--- src/rtl/div_pkg.sv ---
// Shared types and sizing helpers for the non-restoring divider controller.
package div_pkg;

  localparam int DIV_WIDTH_DEFAULT = 32;

  typedef enum logic [1:0] {
    IDLE = 2'd0,
    ITER = 2'd1,
    FIX  = 2'd2,
    DONE = 2'd3
  } div_state_e;

  // Iteration counter must be able to hold the value WIDTH itself.
  function automatic int cnt_w(input int width);
    return $clog2(width + 1);
  endfunction

endpackage

--- src/rtl/div_iter_cnt.sv ---
// Clearable up-counter that saturates at WIDTH; last_o flags the final step.
module div_iter_cnt
  import div_pkg::*;
#(
  parameter int WIDTH = DIV_WIDTH_DEFAULT,
  parameter int CW    = cnt_w(WIDTH)
) (
  input  logic          clk_i,
  input  logic          reset_i,
  input  logic          clear_i,
  input  logic          inc_i,
  output logic [CW-1:0] cnt_o,
  output logic          last_o
);

  localparam logic [CW-1:0] CNT_MAX  = CW'(WIDTH);
  localparam logic [CW-1:0] CNT_LAST = CW'(WIDTH - 1);

  logic [CW-1:0] cnt_q;

  always_ff @(posedge clk_i) begin
    if (reset_i || clear_i) begin
      cnt_q <= '0;
    end else if (inc_i && (cnt_q != CNT_MAX)) begin
      cnt_q <= cnt_q + CW'(1);
    end
  end

  assign cnt_o  = cnt_q;
  assign last_o = (cnt_q == CNT_LAST);

endmodule

--- src/rtl/div_ctrl.sv ---
// Sequencing FSM for a WIDTH-step non-restoring divider: load, iterate,
// one remainder fix-up cycle, then hold the result until it is consumed.
module div_ctrl
  import div_pkg::*;
#(
  parameter int WIDTH = DIV_WIDTH_DEFAULT
) (
  input  logic                       clk_i,
  input  logic                       reset_i,
  input  logic                       in_valid_i,
  output logic                       in_ready_o,
  input  logic                       divisor_zero_i,
  input  logic                       rem_neg_i,
  output logic                       load_o,
  output logic                       step_o,
  output logic                       fix_o,
  output logic [cnt_w(WIDTH)-1:0]    iter_cnt_o,
  output logic                       out_valid_o,
  input  logic                       out_ready_i,
  output logic                       dz_o,
  output logic                       busy_o,
  output div_state_e                 state_o
);

  localparam int CW = cnt_w(WIDTH);

  div_state_e state_q, state_d;
  logic       dz_q;
  logic       accept;
  logic       last_step;
  logic [CW-1:0] cnt;

  // Handshakes: a transfer happens only in a cycle where valid and ready are
  // both high. in_ready_o depends only on state and reset (never on
  // in_valid_i); out_valid_o, once raised, stays high with stable dz_o until
  // out_ready_i is seen with it.
  assign accept = in_valid_i & in_ready_o;

  always_ff @(posedge clk_i) begin
    if (reset_i) begin
      state_q <= IDLE;
      dz_q    <= 1'b0;
    end else begin
      state_q <= state_d;
      if (accept) begin
        dz_q <= divisor_zero_i;
      end
    end
  end

  always_comb begin
    state_d     = state_q;
    in_ready_o  = 1'b0;
    load_o      = 1'b0;
    step_o      = 1'b0;
    fix_o       = 1'b0;
    out_valid_o = 1'b0;
    if (!reset_i) begin
      case (state_q)
        IDLE: begin
          in_ready_o = 1'b1;
          load_o     = in_valid_i;
          if (in_valid_i) begin
            state_d = divisor_zero_i ? DONE : ITER;
          end
        end
        ITER: begin
          step_o = 1'b1;
          if (last_step) begin
            state_d = FIX;
          end
        end
        FIX: begin
          fix_o   = rem_neg_i;
          state_d = DONE;
        end
        DONE: begin
          out_valid_o = 1'b1;
          if (out_ready_i) begin
            state_d = IDLE;
          end
        end
        default: state_d = IDLE;
      endcase
    end
  end

  div_iter_cnt #(
    .WIDTH (WIDTH),
    .CW    (CW)
  ) u_iter_cnt (
    .clk_i   (clk_i),
    .reset_i (reset_i),
    .clear_i (accept),
    .inc_i   (step_o),
    .cnt_o   (cnt),
    .last_o  (last_step)
  );

  assign iter_cnt_o = cnt;
  assign dz_o       = dz_q & out_valid_o;
  assign busy_o     = (state_q != IDLE);
  assign state_o    = state_q;

endmodule
--- config.mk ---
export PLATFORM = sky130hd
export DESIGN_NAME = div_ctrl
export DESIGN_NICKNAME = d
export VERILOG_FILES = /design/src/rtl/div_pkg.sv /design/src/rtl/div_iter_cnt.sv /design/src/rtl/div_ctrl.sv
export SDC_FILE = /design/constraint.sdc
export NUM_CORES = 1
export LEC_CHECK = 0
export ABC_AREA = 0
export CORE_AREA = 2 2 45 47
export CTS_BUF_LIST = sky130_fd_sc_hd__clkbuf_4 sky130_fd_sc_hd__clkbuf_8
export DETAILED_ROUTE_END_ITERATION = 10
export DIE_AREA = 0 0 47 49
export GPL_TIMING_DRIVEN = 0
export PLACE_DENSITY_LB_ADDON = 0.1
export SKIP_CTS_REPAIR_TIMING = 1
export SYNTH_ARGS = -nofsm -noshare
export SYNTH_HDL_FRONTEND = slang
export SYNTH_HIERARCHICAL = 1
export SYNTH_SLANG_ARGS = --single-unit
export TNS_END_PERCENT = 100
--- constraint.sdc ---
create_clock -name clk_i -period 1.6 [get_ports clk_i]
set_input_delay 0.24 -clock clk_i [delete_from_list [all_inputs] [get_ports clk_i]]
set_output_delay 0.24 -clock clk_i [all_outputs]
set_load 0.01 [all_outputs]
=== Word-level counts from Yosys, hierarchy flattened ===
Cells that the tools add are included.

* Bits in registers: 9
* Bits in latches: 0
* RAM bits: 0
* Bits in read-only memories: 0
* Output and inout bits: 15
* Memories: 0

* Add/sub/neg operators: 1
* $mul: 0
* Div/mod/pow operators: 0
* Order comparisons: 0
* Equal/unequal tests: 8
* Shifts and indexed selects: 0
* Mux-type cells: 15
* Bitwise gates (word level): 2
* Reduce and logical (&&, ||, !) cells: 5

{| class="wikitable"
|+ Operator list
! cell !! count
|-
| 2-to-1 mux 1 bit || 10
|-
| 2-to-1 mux 2 bit || 4
|-
| one-hot mux 2 bit (4 select lines) || 1
|-
| adder 6 x 1 -> 6 bit, second input constant || 1
|-
| == test 6 x 5 -> 1 bit, second input constant || 1
|-
| inequality test 2 bit, second input constant || 3
|-
| inequality test 6 bit, second input constant || 1
|-
| == test 2 bit, second input constant || 2
|-
| AND reduction 3 bit || 1
|-
| AND 1 bit || 2
|-
| == test 2 x 1 -> 1 bit, second input constant || 1
|-
| logical NOT 2 bit || 1
|-
| nonzero test 2 bit || 1
|-
| logical AND 1 bit || 1
|-
| logical OR 1 bit || 1
|}

=== Depth between registers and ports, before layout ===
Gate-level depths: netlist (run 1).

* Depth in word-level cells: 5
* Mapped depth: 8

=== By module ===
The synthesis (run 1) kept the hierarchy.

{| class="wikitable"
|+ Modules (own cells, without submodules)
! module !! times used !! cells an instance !! area an instance (um^2) !! sequential area each (um^2)
|-
| div_iter_cnt || 1 || 37 || 314.1 || 120.1
|-
| div_ctrl || 1 || 34 || 299.0 || 60.1
|}

=== Worst setup path after synthesis (run 1) ===
No wires, ideal clock.

* Path type: register -> register
* Start: reg state_q[1], in the netlist state_o[1]
* End: reg u_iter_cnt.cnt_q[5], in the netlist u_iter_cnt/cnt_o[5]
* Library setup time: 70 ps
* Arrival: 1576 ps
* Required time: 1530 ps
* Setup slack: -46 ps
* Cell stages (with the launch flop): 7
* Buffers on the path: 0
* Period minus slack after synthesis: 1646 ps
* Cells stage by stage: dfxtp_1 inv_1 ha_1 nor2b_1 nand4_2 or3_1 a21boi_1

{| class="wikitable"
|+ RTL lines
! element !! line !! RTL
|-
| start, declared || div_ctrl.sv:27 || <nowiki>div_state_e state_q, state_d;</nowiki>
|-
| start signal, assigned || div_ctrl.sv:44 || <nowiki>state_q <= state_d;</nowiki>
|-
| == test 2 x 1 -> 1 bit || div_ctrl.sv:59 || <nowiki>case (state_q)</nowiki>
|-
| 2-to-1 mux 1 bit || div_ctrl.sv:59 ||
|-
| 2-to-1 mux 1 bit || div_ctrl.sv:58 || <nowiki>if (!reset_i) begin</nowiki>
|-
| named net step_o || div_ctrl.sv:15 || <nowiki>output logic step_o,</nowiki>
|-
| logical AND 1 bit || div_iter_cnt.sv:24 || <nowiki>end else if (inc_i && (cnt_q != CNT_MAX)) begin</nowiki>
|-
| end signal, assigned || div_iter_cnt.sv:25 || <nowiki>cnt_q <= cnt_q + CW'(1);</nowiki>
|-
| end, declared || div_iter_cnt.sv:19 || <nowiki>logic [CW-1:0] cnt_q;</nowiki>
|}

The timed path passes the listed nets, and every way through them passes these cells.
A chain may end at the register's enable or synchronous reset.

=== Worst setup path in the final report (run 1) ===
* Start: reg state_q[0], in the netlist state_o[0]
* End: out load_o

* Longest elaborated chain between the ends: 3

{| class="wikitable"
|+ RTL lines
! element !! line !! RTL
|-
| logical NOT 2 bit || div_ctrl.sv:59 ||
|-
| 2-to-1 mux 1 bit || div_ctrl.sv:59 ||
|-
| 2-to-1 mux 1 bit || div_ctrl.sv:58 ||
|-
| end, declared || div_ctrl.sv:14 || <nowiki>output logic load_o,</nowiki>
|}

Every way passes these cells.

==> results of run 1 <==
worst reg2reg max path, delay by kind of cell (launching register included):
family          cells  cell delay [ns]
simple gates        3             0.66
flops               1             0.36
fa+ha+maj           1             0.17
compound gates      1             0.14
buf+inv             1             0.09
final cells by class:
type	instances	share of cell area, %
tap	27	3.65
clock buffer	4	3.25
multi-input combinational	55	46.4
sequential	9	20.0
timing repair buffer	20	23.8
inverter	7	2.84
sequential cells by signal, summed over array words and instances (netlist names):
name              count
u_iter_cnt/cnt_o      6
dz_q                  1
state_o               2
synth_stat cells, drive strengths merged:
library cell	instances	area share [%]
mux2i	3	4.9
nor2b	2	2.4
nand4	3	4.1
nand2	10	6.1
and3	1	1.0
a21boi	1	1.2
xor2	1	1.4
nand3	1	0.82
ha	7	14
a21oi	1	0.82
o21ai	1	0.82
dfxtp	9	29
or3	1	1.0
a31oi	2	2.0
and4	2	3.7
a41oi	1	1.4
and2	3	3.1
nor3	5	5.7
nand2b	3	4.3
inv	7	4.3
nor2	5	4.3
xnor2	2	2.9
cells by family after synthesis:
| logic type | after synthesis | synth area share (%) |
|---|---|---|
| simple gates | 36 | 36.5 |
| buf+inv | 7 | 4.28 |
| xor+xnor | 3 | 4.29 |
| flops | 9 | 29.4 |
| mux | 3 | 4.90 |
| compound gates | 6 | 6.33 |
| fa+ha+maj | 7 | 14.3 |
final timing paths:
kind	start	to	slack, ns	cells after the start
setup reg to reg	state_o[1]	u_iter_cnt/cnt_o[5]	0.11	6
setup / recovery	state_o[0]	load_o	0.03	6
hold / removal	dz_q	dz_q	0.46	2
hold reg to reg	dz_q	dz_q	0.46	2
per-layer routing:
layer / track usage (%) / part of all wire, % / wire length (um)
met2: 19.2 / 51 / 701
met1: 14.8 / 44 / 606
met4: 2.78 / 0.29 / 4
met5: 0 / 0 / 0
met3: 6.67 / 5.0 / 69
where the power goes:
part | switching, mW | total (mW) | internal, mW
clock | 0.0859 | 0.199 | 0.113
sequential | 0.0420 | 0.306 | 0.264
combinational | 0.269 | 0.579 | 0.310
total | 0.397 | 1.08 | 0.687
per-stage QoR:
step | power, mW | worst slack (ns) | TNS (ns)
6_report | 1.08 | 0.0287 | 0
5_1_grt | 1.17 | -0.0384 | -0.0567
4_1_cts | 1.05 | -0.526 | -3.26
3_5_place_dp | 0.849 | -0.499 | -4.09
3_3_place_gp | 0.845 | -0.520 | -4.21
2_1_floorplan | 0.650 | 0.0506 | 0
==> impl_metrics.json, run 1 <==
{
  "grt_overflow": 0,
  "synth_area_per_cell_um2": 8.64,
  "gp_congestion": 0.817,
  "final.min_clock_period_ns": 1.57,
  "ys_types": 28,
  "drt_iter0_markers": 20,
  "max-vdd-ir-drop_uv": 467,
  "leakage_nw": 0.464,
  "critPathBufInv": 3,
  "first_pass_iters": 4,
  "cp_max_fo": 5,
  "hold_violations": 0,
  "dp_hpwl_mm": 1.01,
  "ctsHtreeMaxLevel": 1,
  "die_w_um": 47,
  "final_cell_mix": "12 x clkdlybuf4s50_1, 10 x nand2_1, 8 x dlymetal6s2s_1, 7 x dfxtp_1, 6 x ha_1",
  "initial_core_util_pct": 33.3,
  "synth.net_count": 84,
  "setup_viol": 0,
  "clock-sinks": 9,
  "instances_no_fill": 122,
  "clk_path_buf_depth": 2,
  "synth_cells": 71,
  "timing.hold.ws_ns": 0.458,
  "clkTransAtPathRegs_ns": 0.07,
  "wl_mm": 1.38,
  "rows": 16,
  "antenna_found_initial": 0,
  "fmax_mhz": 636,
  "worstPathRequired_ns": 1.36,
  "areaGrowthSynthToFinish_pct": 50.8,
  "dp.cells": 118,
  "cts-root-buf": "clkbuf_4",
  "ys_warn_count": 6,
  "cp_data_arrival_time_ns": 1.33,
  "place_area_um2": 852,
  "cts_tree": "done",
  "drc": 0,
  "grt_max_degree": 11,
  "multi_input_area_um2": 429,
  "start_kind": "flop",
  "ios": 21,
  "vias": 581,
  "grt.total_usage_pct": 12.4,
  "yosysSeqAreaShare_pct": 29.4,
  "finalNetCount": 109,
  "seqCellArea_um2": 185,
  "final_max_slew_viol_count": 0,
  "critPathCaptureType": "output port",
  "final_area_um2": 925,
  "crit_type": "flop to output port",
  "path_cells": "inv_2, ha_4, inv_2, nor2_4, and2_1, dlymetal6s2s_1",
  "skew_ns": 0.00430,
  "die_h_um": 49,
  "ant_nets": 0,
  "path_delay_family": "flip-flops",
  "wire_per_inst_um": 11.3,
  "grt_pass1_vias": 467,
  "hold_path_class": "flop to flop",
  "maxSlewHeadroom_pct": 62.2,
  "rsz0062_at_grt": "yes",
  "outcome": "complete, no violations",
  "final_util_pct": 50.2,
  "clkLatencyLatePin_ns": 0.27,
  "vias_per_cell": 4.76,
  "grt_pass1_wl_mm": 2.04,
  "post-route-period-util_pct": 98.2,
  "final_common_cell": "clkdlybuf4s50_1",
  "critPathSlowestCell": "dfxtp_2",
  "maxCapViolations": 0,
  "max_stage_delay_ns": 0.37,
  "cpMostUsedCell": "inv_2",
  "worst_slew_pin_slew_ns": 0.567,
  "fillCellCount": 178,
  "io_buffer_count": 20,
  "ys_ff_latch": 9,
  "synth_area_um2": 613,
  "power_density_nw_per_um2": 1170,
  "drive_gt1_share_pct": 21.1,
  "cts-buffers-inserted": 3,
  "n_antenna_cell": 0,
  "die_area_um2": 2300,
  "design.core.area_um2": 1840
}
Note: power is estimated with default switching activity, not from simulation.
==> run 2: changes to the inputs <==
--- a/config.mk
+++ b/config.mk
@@ -11,6 +11,7 @@
 export DETAILED_ROUTE_END_ITERATION = 10
 export DIE_AREA = 0 0 47 49
 export GPL_TIMING_DRIVEN = 0
+export MAX_ROUTING_LAYER = met4
 export PLACE_DENSITY_LB_ADDON = 0.1
 export SKIP_CTS_REPAIR_TIMING = 1
 export SYNTH_ARGS = -nofsm -noshare
==> constraint.sdc (replaced) <==
create_clock -name clk_i -period 1.85 [get_ports clk_i]
set_input_delay 0.2775 -clock clk_i [delete_from_list [all_inputs] [get_ports clk_i]]
set_output_delay 0.2775 -clock clk_i [all_outputs]
set_load 0.01 [all_outputs]
==> run 2 against run 1 <==
  * Register-to-register slack better by 0.20 ns
  * Wire length decreased by 11%
  * Via count fell by 5.7%
  * Worst setup slack improved by 0.054 ns
  * Global-route usage grew 0.55 points
  * Power decreased by 15%
  * Sequential cell count stayed put
  * Cell area down 0.54%
  * Clock-buffer cell count is the same
  * Largest cell class unchanged
  * Largest power group unchanged
==> impl_metrics.json, run 2 (synthesized netlist as in run 1, its figures left out) <==
{
  "outcome": "complete, no violations",
  "worst_slew_pin_slew_ns": 0.538,
  "start_kind": "flop",
  "cts-root-buf": "clkbuf_4",
  "post-route-period-util_pct": 95.5,
  "r2r_cells": 8,
  "rsz0062_at_grt": "no",
  "cpMostUsedCell": "inv_2",
  "vias_per_cell": 4.49,
  "maxSlewHeadroom_pct": 64.1,
  "post-place-ws_ns": -0.425,
  "final_common_cell": "clkdlybuf4s50_1",
  "n_antenna_cell": 0,
  "cp_data_arrival_time_ns": 1.49,
  "grt_overflow": 0,
  "hold_violations": 0,
  "ctsHtreeMaxLevel": 1,
  "setup_viol": 0,
  "critPathSlowestCell": "clkdlybuf4s50_1",
  "fillCellCount": 189,
  "skew_ns": 0.00524,
  "drt_iter0_markers": 7,
  "clk_path_buf_depth": 2,
  "gp_congestion": 0.808,
  "cp_max_fo": 5,
  "ios": 21,
  "rows": 16,
  "dp.cells": 118,
  "final.min_clock_period_ns": 1.77,
  "crit_type": "flop to output port",
  "seqCellArea_um2": 185,
  "cts-buffers-inserted": 3,
  "clock-sinks": 9,
  "die_w_um": 47,
  "die_area_um2": 2300,
  "largest_reg_flops": 6,
  "antenna_found_initial": 0,
  "setup_ws_ns": 0.0829,
  "drive_gt1_share_pct": 20.0,
  "maxCapViolations": 0,
  "fmax_mhz": 566,
  "grt_pass1_wl_mm": 2.14,
  "initial_core_util_pct": 33.3,
  "areaGrowthSynthToFinish_pct": 50.0,
  "vias": 548,
  "worstPathRequired_ns": 1.57,
  "dp_hpwl_um": 991,
  "clkLatencyLatePin_ns": 0.26,
  "path_delay_family": "buffers and inverters",
  "first_pass_iters": 5,
  "met1_usage_pct": 17.6,
  "wire_per_inst_um": 10.1,
  "met2_usage_pct": 17.8,
  "met3_usage_pct": 5.56,
  "final_cell_mix": "13 x clkdlybuf4s50_1, 10 x nand2_1, 7 x dfxtp_1, 7 x dlymetal6s2s_1, 6 x ha_1",
  "clkTransAtPathRegs_ns": 0.06,
  "io_buffer_count": 20,
  "leakage_nw": 0.454,
  "design.core.area_um2": 1840,
  "multi_input_area_um2": 427,
  "hold_path_class": "flop to flop",
  "max-vdd-ir-drop_uv": 563,
  "die_h_um": 49,
  "grt_pass1_vias": 503,
  "rrSetupSlack_ns": 0.31,
  "grt_max_degree": 11,
  "hold_depth": 2,
  "grt.total_usage_pct": 12.9,
  "max_stage_delay_ns": 0.54,
  "grt.busiest_layer": "met2",
  "cts_tree": "done",
  "path_cells": "inv_2, ha_4, inv_2, clkdlybuf4s50_1",
  "power_density_nw_per_um2": 1000,
  "ant_nets": 0,
  "critPathCaptureType": "output port",
  "wl_mm": 1.23,
  "drc": 0,
  "instances_no_fill": 122,
  "path_depth": 4,
  "critPathBufInv": 3,
  "final_max_slew_viol_count": 0,
  "finalNetCount": 109
}
## run 2: cell types whose count changed in the layout (fill, tap and decap cells not counted), sizes merged
cell | previous run | this run
clkdlybuf4s50 | 12 | 13
dlymetal6s2s | 8 | 7
## run 2: layer usage
layer | part of all wire (%) | wire, um
met4 | 0.73 | 9
met5 | 0 | 0
met3 | 6.3 | 77
met1 | 47 | 581
met2 | 46 | 561
## run 2: area by class of cell
type                    instances  share of cell area, %
clock buffers                   4                   3.27
inverters                       7                   2.86
multi-input cells              55                   46.4
flip-flops and latches          9                   20.1
well taps                      27                   3.67
repair buffers                 20                   23.7
## run 2: worst reg2reg max path: stages, from the launching register on
cell,delay (ns)
dfxtp_2,0.37
inv_2,0.07
ha_4,0.18
inv_2,0.07
nor2_4,0.04
and2_1,0.20
nor2_1,0.30
nand2_1,0.09
mux2i_1,0.14
## run 2: power breakdown
part           leakage (nW)  total [mW]  switching [mW]  internal, mW
Sequential           0.0741       0.265          0.0358         0.229
Combinational         0.361       0.495           0.226         0.268
Clock                0.0184       0.164          0.0661        0.0976
Total                 0.454       0.923           0.328         0.595
## run 2: final timing paths
kind	from	end
worst max-delay path	state_o[1]	busy_o
worst min-delay path	dz_q	dz_q
worst max register to register	state_o[1]	u_iter_cnt/cnt_o[0]
worst min register to register	dz_q	dz_q
## run 2: metrics by stage
step / setup TNS (ns) / util (%) / hold WS (ns) / cell area, um2 / power [mW]
after detailed placement: -2.22 / 46.0 / 0.448 / 847 / 0.728
after CTS: -1.58 / 47.6 / 0.459 / 877 / 0.897
after global routing: 0 / 49.9 / 0.490 / 920 / 1.01
after global placement: -2.20 / 46.0 / 0.448 / 847 / 0.724
after floorplan: 0 / - / 0.346 / 613 / 0.559
final: 0 / 49.9 / 0.461 / 920 / 0.923
